## src/rtl/vram_icon_fetch.sv

```systemverilog
// VRAM read-port owner: passes the LCD scanner address through, and on each vsync rising
// edge fetches ICON_WORDS nibbles into a sprite enable vector. Optional macro: ICON_STABLE_FILTER_EN.
module vram_icon_fetch #(
    parameter int          ICON_WORDS  = 2,
    parameter logic [63:0] ICON_ADDRS  = 64'h0000_0000_0000_8910,
    parameter int          RAM_LATENCY = 1
) (
    input  logic                    clk,
    input  logic                    reset,
    input  logic                    vsync,
    input  logic [7:0]              lcd_video_addr,
    input  logic [3:0]              video_data,
    output logic [7:0]              video_addr,
    output logic                    fetch_busy,
    output logic [4*ICON_WORDS-1:0] sprite_enable_status,
    output logic                    status_valid
);

    localparam int IDX_W = (ICON_WORDS > 1) ? $clog2(ICON_WORDS) : 1;
    localparam int CNT_W = (RAM_LATENCY > 1) ? $clog2(RAM_LATENCY + 1) : 1;
    localparam int SW    = 4 * ICON_WORDS;

    localparam logic [IDX_W-1:0] LAST_IDX = IDX_W'(ICON_WORDS - 1);
    localparam logic [IDX_W-1:0] IDX_ZERO = IDX_W'(0);
    localparam logic [IDX_W-1:0] IDX_ONE  = IDX_W'(1);
    localparam logic [CNT_W-1:0] LAST_CNT = CNT_W'(RAM_LATENCY);
    localparam logic [CNT_W-1:0] CNT_ZERO = CNT_W'(0);
    localparam logic [CNT_W-1:0] CNT_ONE  = CNT_W'(1);
    localparam logic [SW-1:0]    SW_ZERO  = {SW{1'b0}};

    typedef enum logic [1:0] {
        ST_IDLE   = 2'd0,
        ST_FETCH  = 2'd1,
        ST_COMMIT = 2'd2
    } state_t;

    state_t           state_r;
    logic             vsync_d_r;
    logic [IDX_W-1:0] idx_r;
    logic [CNT_W-1:0] cnt_r;
    logic [SW-1:0]    shadow_r;
`ifdef ICON_STABLE_FILTER_EN
    logic [SW-1:0]    last_fetch_r;
`endif

    logic             start_s;
    logic             commit_en_s;
    logic [5:0]       icon_sel_s;
    logic [SW-1:0]    shadow_next_s;

    assign start_s = vsync & ~vsync_d_r;

    // Port mux: scanner address unless the fetcher owns the port
    always_comb begin
        icon_sel_s = {3'(idx_r), 3'b000};
        if (fetch_busy) begin
            video_addr = ICON_ADDRS[icon_sel_s +: 8];
        end else begin
            video_addr = lcd_video_addr;
        end
    end

    // Shadow with the current word's nibble replaced by the incoming VRAM data
    always_comb begin
        shadow_next_s = shadow_r;
        for (int i = 0; i < ICON_WORDS; i++) begin
            if (idx_r == IDX_W'(i)) begin
                shadow_next_s[4*i +: 4] = video_data;
            end else begin
                shadow_next_s[4*i +: 4] = shadow_r[4*i +: 4];
            end
        end
    end

    // Commit qualifier: with the filter only two identical consecutive passes publish
    always_comb begin
`ifdef ICON_STABLE_FILTER_EN
        commit_en_s = (shadow_next_s == last_fetch_r);
`else
        commit_en_s = 1'b1;
`endif
    end

    // Fetch sequencer; the commit is registered on the last capture edge so the new
    // status and its valid pulse are visible during the COMMIT cycle itself
    always_ff @(posedge clk) begin
        if (reset) begin
            state_r              <= ST_IDLE;
            vsync_d_r            <= 1'b0;
            idx_r                <= IDX_ZERO;
            cnt_r                <= CNT_ZERO;
            shadow_r             <= SW_ZERO;
            fetch_busy           <= 1'b0;
            sprite_enable_status <= SW_ZERO;
            status_valid         <= 1'b0;
`ifdef ICON_STABLE_FILTER_EN
            last_fetch_r         <= SW_ZERO;
`endif
        end else begin
            vsync_d_r    <= vsync;
            status_valid <= 1'b0;
            case (state_r)
                ST_IDLE: begin
                    if (start_s) begin
                        state_r    <= ST_FETCH;
                        idx_r      <= IDX_ZERO;
                        cnt_r      <= CNT_ZERO;
                        shadow_r   <= SW_ZERO;
                        fetch_busy <= 1'b1;
                    end else begin
                        state_r <= ST_IDLE;
                    end
                end
                ST_FETCH: begin
                    if (start_s) begin
                        // Abort the pass in progress; nothing from it is published
                        idx_r      <= IDX_ZERO;
                        cnt_r      <= CNT_ZERO;
                        shadow_r   <= SW_ZERO;
                        fetch_busy <= 1'b1;
                    end else if (cnt_r == LAST_CNT) begin
                        shadow_r <= shadow_next_s;
                        cnt_r    <= CNT_ZERO;
                        if (idx_r == LAST_IDX) begin
                            state_r    <= ST_COMMIT;
                            idx_r      <= IDX_ZERO;
                            fetch_busy <= 1'b0;
`ifdef ICON_STABLE_FILTER_EN
                            last_fetch_r <= shadow_next_s;
`endif
                            if (commit_en_s) begin
                                sprite_enable_status <= shadow_next_s;
                                status_valid         <= 1'b1;
                            end else begin
                                status_valid <= 1'b0;
                            end
                        end else begin
                            idx_r <= idx_r + IDX_ONE;
                        end
                    end else begin
                        cnt_r <= cnt_r + CNT_ONE;
                    end
                end
                ST_COMMIT: begin
                    if (start_s) begin
                        state_r    <= ST_FETCH;
                        idx_r      <= IDX_ZERO;
                        cnt_r      <= CNT_ZERO;
                        shadow_r   <= SW_ZERO;
                        fetch_busy <= 1'b1;
                    end else begin
                        state_r <= ST_IDLE;
                    end
                end
                default: begin
                    state_r    <= ST_IDLE;
                    idx_r      <= IDX_ZERO;
                    cnt_r      <= CNT_ZERO;
                    fetch_busy <= 1'b0;
                end
            endcase
        end
    end

endmodule

```

## config.mk

```make
export PLATFORM = sky130hd
export DESIGN_NAME = vram_icon_fetch
export DESIGN_NICKNAME = d
export VERILOG_FILES = /design/src/rtl/vram_icon_fetch.sv
export SDC_FILE = /design/constraint.sdc
export NUM_CORES = 1
export LEC_CHECK = 0
export CORE_UTILIZATION = 35
export DETAILED_ROUTE_END_ITERATION = 8
export GPL_TIMING_DRIVEN = 0
export PLACE_DENSITY = 0.72
export SYNTH_ARGS = -nofsm -noshare
export SYNTH_HDL_FRONTEND = slang
export SYNTH_SLANG_ARGS = --single-unit
```

## constraint.sdc

```tcl
create_clock -name clk -period 3.4 [get_ports clk]
set_input_delay 0.68 -clock clk [delete_from_list [all_inputs] [get_ports clk]]
set_output_delay 0.68 -clock clk [all_outputs]
set_load 0.05 [all_outputs]
```

* After elaboration in Yosys (flattened, before gate mapping)
Cells that the tools add are included.
Operators by class: $add $sub $neg 2, eq/ne operators 8, shift operators 1, multiplexer cells 26, bitwise logic cells 5, reduce and logical (&&, ||, !) cells 9
Operators by type and width (count):
- 64-bit by 5-bit variable part select with 8-bit output (first input constant) | 1
- 8-bit 2-to-1 mux | 4
- 8-bit case mux with 2 select lines | 1
- 1-bit 2-to-1 mux | 12
- 3-bit AND reduction | 3
- 4-bit 2-to-1 mux | 2
- 2-bit 2-to-1 mux | 3
- 2-bit inequality test (second input constant) | 3
- 3-bit inequality test (second input constant) | 2
- 1-bit case mux with 2 select lines | 3
- 1-bit inverter | 4
- 2-bit case mux with 2 select lines | 1
- 4-bit AND reduction | 1
- 4-bit OR reduction | 1
- 1-bit adder (second input constant) | 2
- 2-bit by 1-bit == test with 1-bit output (second input constant) | 1
- 2-bit == test (second input constant) | 1
- 2-bit logical NOT | 1
- 2-bit by 1-bit inequality test with 1-bit output (second input constant) | 1
- 2-bit AND reduction | 1
- 2-bit nonzero test | 1
- 2-bit OR reduction | 1
- 1-bit AND | 1
Word-level totals: bits in registers 23, input bits 15, output and inout bits 18, word-level logic and storage cells 59

* Logic depth before layout (Yosys ltp)
Gate-level depths: netlist of run 1.
depth after elaboration 5, gate-level depth with buffers 4

* Least setup slack after synthesis of run 1
OpenSTA, ideal clock, no wires.
path type register -> output, start point reg fetch_busy, end point out video_addr[0], arrival time 1845 ps, required time 2720 ps, setup slack 875 ps, cell stages (with the launch flop) 3, path buffers 1, cells stage by stage dfxtp_1 -> clkbuf_1 -> o21ai_0
Between the ends: cells in the longest elaborated chain, start to end 1
RTL lines:
- start, declared | RTL line 14 | output logic fetch_busy,
- start signal, assigned | RTL line 93 | fetch_busy <= 1'b0;
- start signal, assigned | RTL line 109 | fetch_busy <= 1'b1;
- start signal, assigned | RTL line 120 | fetch_busy <= 1'b1;
- 8-bit 2-to-1 mux | RTL line 56 | if (fetch_busy) begin
- end, declared | RTL line 13 | output logic [7:0] video_addr,
No other way between the ends.

* Final worst setup path of run 1
start point in lcd_video_addr[3], end point out video_addr[3]
Between the ends: cells in the longest elaborated chain, start to end 1
RTL lines:
- start, declared | RTL line 11 | input logic [7:0] lcd_video_addr,
- 8-bit 2-to-1 mux | RTL line 56
No other way between the ends.

==> impl_results.md, run 1 <==
* Status: complete, no violations
* Compound-gate portion of the synthesized area at about 17%
* CTS tree: built
* Clock-pin slew reported for the worst setup and hold paths after clock tree synthesis at 0.10 ns
* Library cell contributing the largest single delay on the critical path: sky130_fd_sc_hd__clkdlybuf4s50_1
* Post-Route Setup TNS at 0 ns
* Fin cells at 159
* CP required at between 2 and 3 ns
* Xor and xnor fraction of the mapped netlist area at 0%
* Mapped cell area at 880.8 um^2
* # placed instances at 155
* Top fanout value on the critical path at 1
* Remaining number of nets flagged by the antenna check after routing at 0
* Slew Viols, Final at 0
* Total number of clock tree sinks at 19
* Clk_lat worst skew at 0.29 ns
* Flops & latches, synth at 19
* Io pins at 33
* Worst slack, placed at between 0.5 and 0.6 ns
* Setup slack of the critical path after layout at 0.5896 ns
* Number of nets in the finished design at 147
* Portion of the post-synthesis area used by sequential elements at 43.18%
* Combinational family with the most area after synthesis: simple AND/OR/NAND/NOR gates
* Std-Cell Rows at 17
* Final standard cell utilization of the core at 54.96%
* Overall routed net length at roughly 1.9 mm
* Unrepaired setup endpoints after global routing: no
* Reg2reg path depth at 4
* Top library cells by usage in the layout, fill and taps aside: sky130_fd_sc_hd__clkdlybuf4s50_1, sky130_fd_sc_hd__dfxtp_1, sky130_fd_sc_hd__o21ai_0, sky130_fd_sc_hd__nor3_1, sky130_fd_sc_hd__nand2_1
* Estimated wirelength of the detail-placed design at 1.390 mm
* Worst setup SP type: input pin
* Max-cap viol count at 0
* Fraction of final layout cells sized beyond drive strength 1 at approximately 12%
* Cell seen most often among critical-path stages: sky130_fd_sc_hd__clkdlybuf4s50_1
* Placeable Area at roughly 0.0023 mm^2
* Setup crit end kind: primary output
* Number of buffers on the longest clock path at 2
* Final hold violation count at 0
* Count of hold-fix buffers inserted at cts at 0
* Number of flops mapped to enable cells by yosys at 0
* Power per cell area at 349.1 mW/mm^2
* All-Layer GR Usage at between 15 and 20%
* DR iter-0 viols at 10
* Worst Skew at about 0.0023 ns
* Arrival time at the worst endpoint at 2.13 ns
* Number of buffers added on ports at 32
* Most frequent standard cell in the layout excluding fill and tap cells: sky130_fd_sc_hd__clkdlybuf4s50_1
* Routed via count at 788
* Multiplexer share of the synthesized area at 2.273%
* Worst Max-Slew Pin Slew at 0.4979 ns
* Category of cells accounting for the largest share of critical-path delay: buffers and inverters
* Type of the worst setup path: input pin to primary output
* Antenna violations before repair at 0
* Final Wtd Congestion at 0.7986
* Horizontal die dimension at 52.17 um
* Synthesized netlist cell count at 95
* Crit path depth at 4
* Final setup violation count at 0
* H-tree depth reported by CTS at 1
* Simple logic cell fraction of the synthesized area at 28.98%
* Worst min-delay path class: flip-flop to flip-flop
* Setup Fix Bufs, Post-CTS at 0
* Switching power of the nets at about 0.13 mW
* Share of the clock period used by the worst path at between 80% and 90%
* Primary FF master, synth: sky130_fd_sc_hd__dfxtp_1
* Post-synth cell types at 29
* Detailed Routing Iterations Pass 1 at 3
* Switching fraction of total power at 28.91%
* Critical Path Max Stage Delay at 0.82 ns
* Maximum number of pins on one net before global-route repair at 11
* Min cycle time layout at 2.810 ns
* Sequential Power Share at 51.6%
* Die ar. at 0.002721 mm^2
* Per-cell routed wire length at 11.86 um
* Maximum vdd drop at about 0.00024 V
* Sum of buffers and inverters on the critical path at 3
* Max-slew headroom at the worst pin at ~67%
* Int Pwr at 0.3133 mW
* Post_cts resized at 0
* Logic pwr share at 22.6%
* Hold depth at 2
* FMAX at roughly 360 MHz
* Total gr overflow at 0
* Cells along the critical path: clkdlybuf4s50_1, inv_1, o21ai_0, clkdlybuf4s50_1
* Average instance area after synthesis at roughly 9.3 um^2
* Synthesis Warnings at 0
* Die extent in y at 52.17 um
* Initial core utilization at 38.34%
* Via density per instance at ~5.0
* Synth async-reset ratio at 0%
* Nets in the synthesized netlist at 110
* Number of global-route vias before repair at 710
* Adder-cell share of the synthesized area at 0%
* Root Buffer Master: sky130_fd_sc_hd__clkbuf_4
* Inserted Clock Buffers at 3
* Number of remaining DRC errors at 0
* Synthesis-to-layout area growth at 43.32%
* Share of power burned in the clock network at 25.8%
* Global-route wire length before repair at 3.167 mm
* # diodes at 0
* Leakage power summed over all cells at 0.4675 nW
==> cell families after synthesis <==
family,after synthesis
buffers and inverters,13
AND/OR/NAND/NOR,38
multiplexers,2
flip-flops,19
AO/OA/AOI/OAI,23
==> worst min-delay path, stage by stage (launching register included) <==
cell and delay, ns:
sky130_fd_sc_hd__dfxtp_1 0.33, sky130_fd_sc_hd__nand2_1 0.05, sky130_fd_sc_hd__o21ai_0 0.06
==> stage by stage <==
step,total power [mW],hold WS [ns],area (um^2)
6_report,0.4408,0.4815,1262
5_1_grt,0.4647,0.5158,1262
4_1_cts,0.4444,0.4824,1262
3_5_place_dp,0.3322,0.4643,1236
3_3_place_gp,0.3308,0.4505,1236
2_1_floorplan,0.2932,0.4517,880.8
==> path summary, 6_finish.rpt <==
| kind | slack, ns | startpoint | endpoint |
|---|---|---|---|
| worst max register to register | 2.22 | state_r[0] | sprite_enable_status[4] |
| worst min-delay path | 0.48 | sprite_enable_status[4] | sprite_enable_status[4] |
| worst min register to register | 0.48 | sprite_enable_status[4] | sprite_enable_status[4] |
| worst max-delay path | 0.59 | lcd_video_addr[3] | video_addr[3] |
==> power groups by stage <==
| stage | sequential (mW) | combinational, mW | clock (mW) |
|---|---|---|---|
| final | 0.227 | 0.0995 | 0.114 |
| after global routing | 0.228 | 0.106 | 0.131 |
| after CTS | 0.228 | 0.0999 | 0.117 |
| after detailed placement | 0.233 | 0.0996 | 0 |
| after global placement | 0.232 | 0.0984 | 0 |
| after floorplan | 0.236 | 0.0575 | 0 |
==> layout make-up <==
| cell class | count | area (um^2) |
|---|---|---|
| tap | 28 | 35.03 |
| inverter | 5 | 18.77 |
| sequential | 19 | 380.4 |
| buffer | 8 | 52.55 |
| timing repair buffer | 32 | 320.3 |
| clock buffer | 4 | 26.28 |
| multi-input combinational | 63 | 429.2 |
| fill | 213 | 1035 |
==> registers in the layout (all words and copies together) (netlist names) <==
signal / cells
fetch_busy: 1
idx_r: 1
status_valid: 1
sprite_enable_status: 8
state_r: 2
vsync_d_r: 1
cnt_r: 1
shadow_r: 4
==> routing by layer <==
| layer | share of wire, % | vias to the layer above | wire length [um] | global-route usage, % |
|---|---|---|---|---|
| met5 | 0 | - | 0 | 0 |
| met2 | 45 | 29 | 844 | 25.43 |
| met4 | 1.5 | 0 | 29 | 7.895 |
| met3 | 7.3 | 4 | 137 | 3.801 |
| met1 | 46 | 352 | 875 | 19.57 |
| li1 | - | 403 | - | - |
==> cells in the mapped netlist, types with 2 or more instances <==
| library cell | number | area, um^2 |
|---|---|---|
| sky130_fd_sc_hd__buf_2 | 3 | 15.01 |
| sky130_fd_sc_hd__nor3_1 | 8 | 40.04 |
| sky130_fd_sc_hd__a31o_1 | 4 | 35.03 |
| sky130_fd_sc_hd__inv_1 | 5 | 18.77 |
| sky130_fd_sc_hd__nor2b_1 | 5 | 31.28 |
| sky130_fd_sc_hd__nand2_1 | 6 | 22.52 |
| sky130_fd_sc_hd__o21ai_0 | 9 | 45.04 |
| sky130_fd_sc_hd__mux2i_1 | 2 | 20.02 |
| sky130_fd_sc_hd__nand2b_1 | 5 | 31.28 |
| sky130_fd_sc_hd__dfxtp_1 | 19 | 380.4 |
| sky130_fd_sc_hd__nand4_1 | 3 | 18.77 |
| sky130_fd_sc_hd__o2bb2ai_1 | 4 | 35.03 |
| sky130_fd_sc_hd__a21oi_1 | 3 | 15.01 |
| sky130_fd_sc_hd__buf_4 | 3 | 22.52 |
| sky130_fd_sc_hd__nor2_1 | 2 | 7.510 |
Note: power is estimated with default switching activity, not from simulation.
==> inputs of run 2 (changes only) <==
==> constraint.sdc (replaced) <==
create_clock -name clk -period 2.6 [get_ports clk]
set_input_delay 0.52 -clock clk [delete_from_list [all_inputs] [get_ports clk]]
set_output_delay 0.52 -clock clk [all_outputs]
set_load 0.05 [all_outputs]
==> impl_results.md, run 2 (synthesis gave the netlist of run 1 again) <==
* Number of buffers added on ports at 32
* Hold depth at 2
* Top library cells by usage in the layout, fill and taps aside: sky130_fd_sc_hd__clkdlybuf4s50_1, sky130_fd_sc_hd__dfxtp_1, sky130_fd_sc_hd__o21ai_0, sky130_fd_sc_hd__nor3_1, sky130_fd_sc_hd__nand2_1
* Die ar. at 0.002721 mm^2
* Reg2reg path depth at 4
* Initial core utilization at about two fifths
* Start of the worst register-to-register path: state_r[0]
* Sum of buffers and inverters on the critical path at 2
* Post-Route Setup TNS at 0 ns
* Number of nets in the finished design at 147
* Std-Cell Rows at 17
* Io pins at 33
* Total gr overflow at 0
* Worst min-delay path class: flip-flop to flip-flop
* Amount of wire on met3 after detailed routing at 152 um
* Estimated wirelength of the detail-placed design at 1.390 mm
* CP required at 2.08 ns
* Worst Max-Slew Pin Slew at 0.5018 ns
* Power per cell area at 452.4 mW/mm^2
* Highest metal layer with signal wires: met4
* Placeable Area at between 0.002 and 0.0025 mm^2
* Post-Route Hold Slack at about 0.48 ns
* Type of the worst setup path: input pin to primary output
* Remaining number of nets flagged by the antenna check after routing at 0
* FMAX at 414.4 MHz
* Setup Fix Bufs, Post-CTS at 0
* Per-cell routed wire length at 11.96 um
* Antenna violations before repair at 0
* Worst Skew at 0.002210 ns
* Cell area after layout at approximately 0.0013 mm^2
* Register ranked first by flip-flop count: sprite_enable_status
* DR iter-0 viols at 10
* Reg-to-reg setup timing slack at 1.42 ns
* Setup crit end kind: primary output
* Number of global-route vias before repair at 710
* Max-slew headroom at the worst pin at roughly 66%
* Final Wtd Congestion at 0.7986
* Horizontal die dimension at around 52 um
* Clk_lat worst skew at 0.29 ns
* Fraction of final layout cells sized beyond drive strength 1 at between 10% and 20%
* CTS tree: built
* Setup slack of the critical path after layout at 0.1871 ns
* RR Endpoint: sprite_enable_status[4]
* Slew Viols, Final at 0
* Root Buffer Master: sky130_fd_sc_hd__clkbuf_4
* Number of remaining DRC errors at 0
* Placement Cell Area at 0.001236 mm^2
* Category of cells accounting for the largest share of critical-path delay: buffers and inverters
* Detailed Routing Iterations Pass 1 at 3
* Library cell contributing the largest single delay on the critical path: sky130_fd_sc_hd__clkdlybuf4s50_1
* Total number of clock tree sinks at 19
* Max-cap viol count at 0
* Cells along the critical path: clkdlybuf4s50_1, nor2b_1, clkdlybuf4s50_1
* Beginning of the worst hold path: sprite_enable_status[4]
* Routed via count at roughly 790
* Overall routed net length at 1.902 mm
* Final setup violation count at 0
* Metal-1 WL at 866 um
* Min cycle time layout at 2.413 ns
* Leakage power summed over all cells at roughly 0.5 nW
* Maximum vdd drop at 0.0003141 V
* Worst setup SP type: input pin
* Via density per instance at 4.975
* Worst slack, placed at between 0.09 and 0.1 ns
* All-Layer GR Usage at between 10% and 20%
* Share of the clock period used by the worst path at 92.80%
* Most frequent standard cell in the layout excluding fill and tap cells: sky130_fd_sc_hd__clkdlybuf4s50_1
* Status: complete, no violations
* H-tree depth reported by CTS at 1
* Unrepaired setup endpoints after global routing: no
* # diodes at 0
* Count of hold-fix buffers inserted at cts at 0
* Number of buffers on the longest clock path at 2
* Global-route wire length before repair at about 3.2 mm
* Inserted Clock Buffers at 3
* Cell seen most often among critical-path stages: sky130_fd_sc_hd__clkdlybuf4s50_1
* Clock-pin slew reported for the worst setup and hold paths after clock tree synthesis at 0.10 ns
* Arrival time at the worst endpoint at 1.89 ns
* Maximum number of pins on one net before global-route repair at 11
* Die extent in y at about 52 um
* Endpoint, Worst Hold: sprite_enable_status[4]
* Synthesis-to-layout area growth at 44.46%
* Routed wire length on met2 at 854 um
* Final hold violation count at 0
* Max FFs per register at 8
* Critical Path Max Stage Delay at 0.81 ns
* Top fanout value on the critical path at 1
* Registers with the most flip-flops: sprite_enable_status: 8 flops, shadow_r: 4 flops, state_r: 2 flops
==> run 2: per-layer routing <==
layer / vias to the layer above / track usage [%]
met5: - / 0
met4: 0 / 7.895
met3: 4 / 3.801
met2: 29 / 25.43
met1: 354 / 19.57
li1: 404 / -
==> run 2: worst min-delay path: stages, from the launching register on <==
cell	delay (ns)
sky130_fd_sc_hd__dfxtp_1	0.33
sky130_fd_sc_hd__nand2_1	0.05
sky130_fd_sc_hd__o21ai_0	0.06
==> run 2: final cells by class <==
type | instances | area (um^2)
Buffer | 8 | 52.55
Clock buffer | 4 | 26.28
Fill cell | 211 | 1025
Inverter | 5 | 18.77
Multi-Input combinational cell | 63 | 429.2
Sequential cell | 19 | 380.4
Tap cell | 28 | 35.03
Timing Repair Buffer | 32 | 330.3
==> run 2: timing repair <==
action	in CTS	in global routing
resized for setup	0	4
endpoints found under the hold margin	0	0
endpoints found under the setup margin	0	4
==> run 2: worst max path at each step <==
stage,startpoint,endpoint,slack (ns),depth (start not counted)
after floorplan,fetch_busy,video_addr[0],0.24,2
after global placement,lcd_video_addr[0],video_addr[0],0.12,4
after detailed placement,lcd_video_addr[3],video_addr[3],0.1,4
after CTS,fetch_busy,video_addr[3],0.05,4
after global routing,lcd_video_addr[1],video_addr[1],0.13,3
final,lcd_video_addr[6],video_addr[6],0.19,3
==> run 2: power by group <==
group | switching, mW | leakage [nW] | internal [mW]
combinational | 0.0757 | 0.340 | 0.0538
clock | 0.0890 | 0.0150 | 0.0597
sequential | 0.00167 | 0.154 | 0.296
==> run 2: per-stage QoR <==
step,power [mW],util [%],std cells
after floorplan,0.3834,-,95
after CTS,0.5811,54.96,159
after global routing,0.6069,55.39,159
after global placement,0.4326,53.81,155
after detailed placement,0.4344,53.81,155
final,0.5757,55.39,159
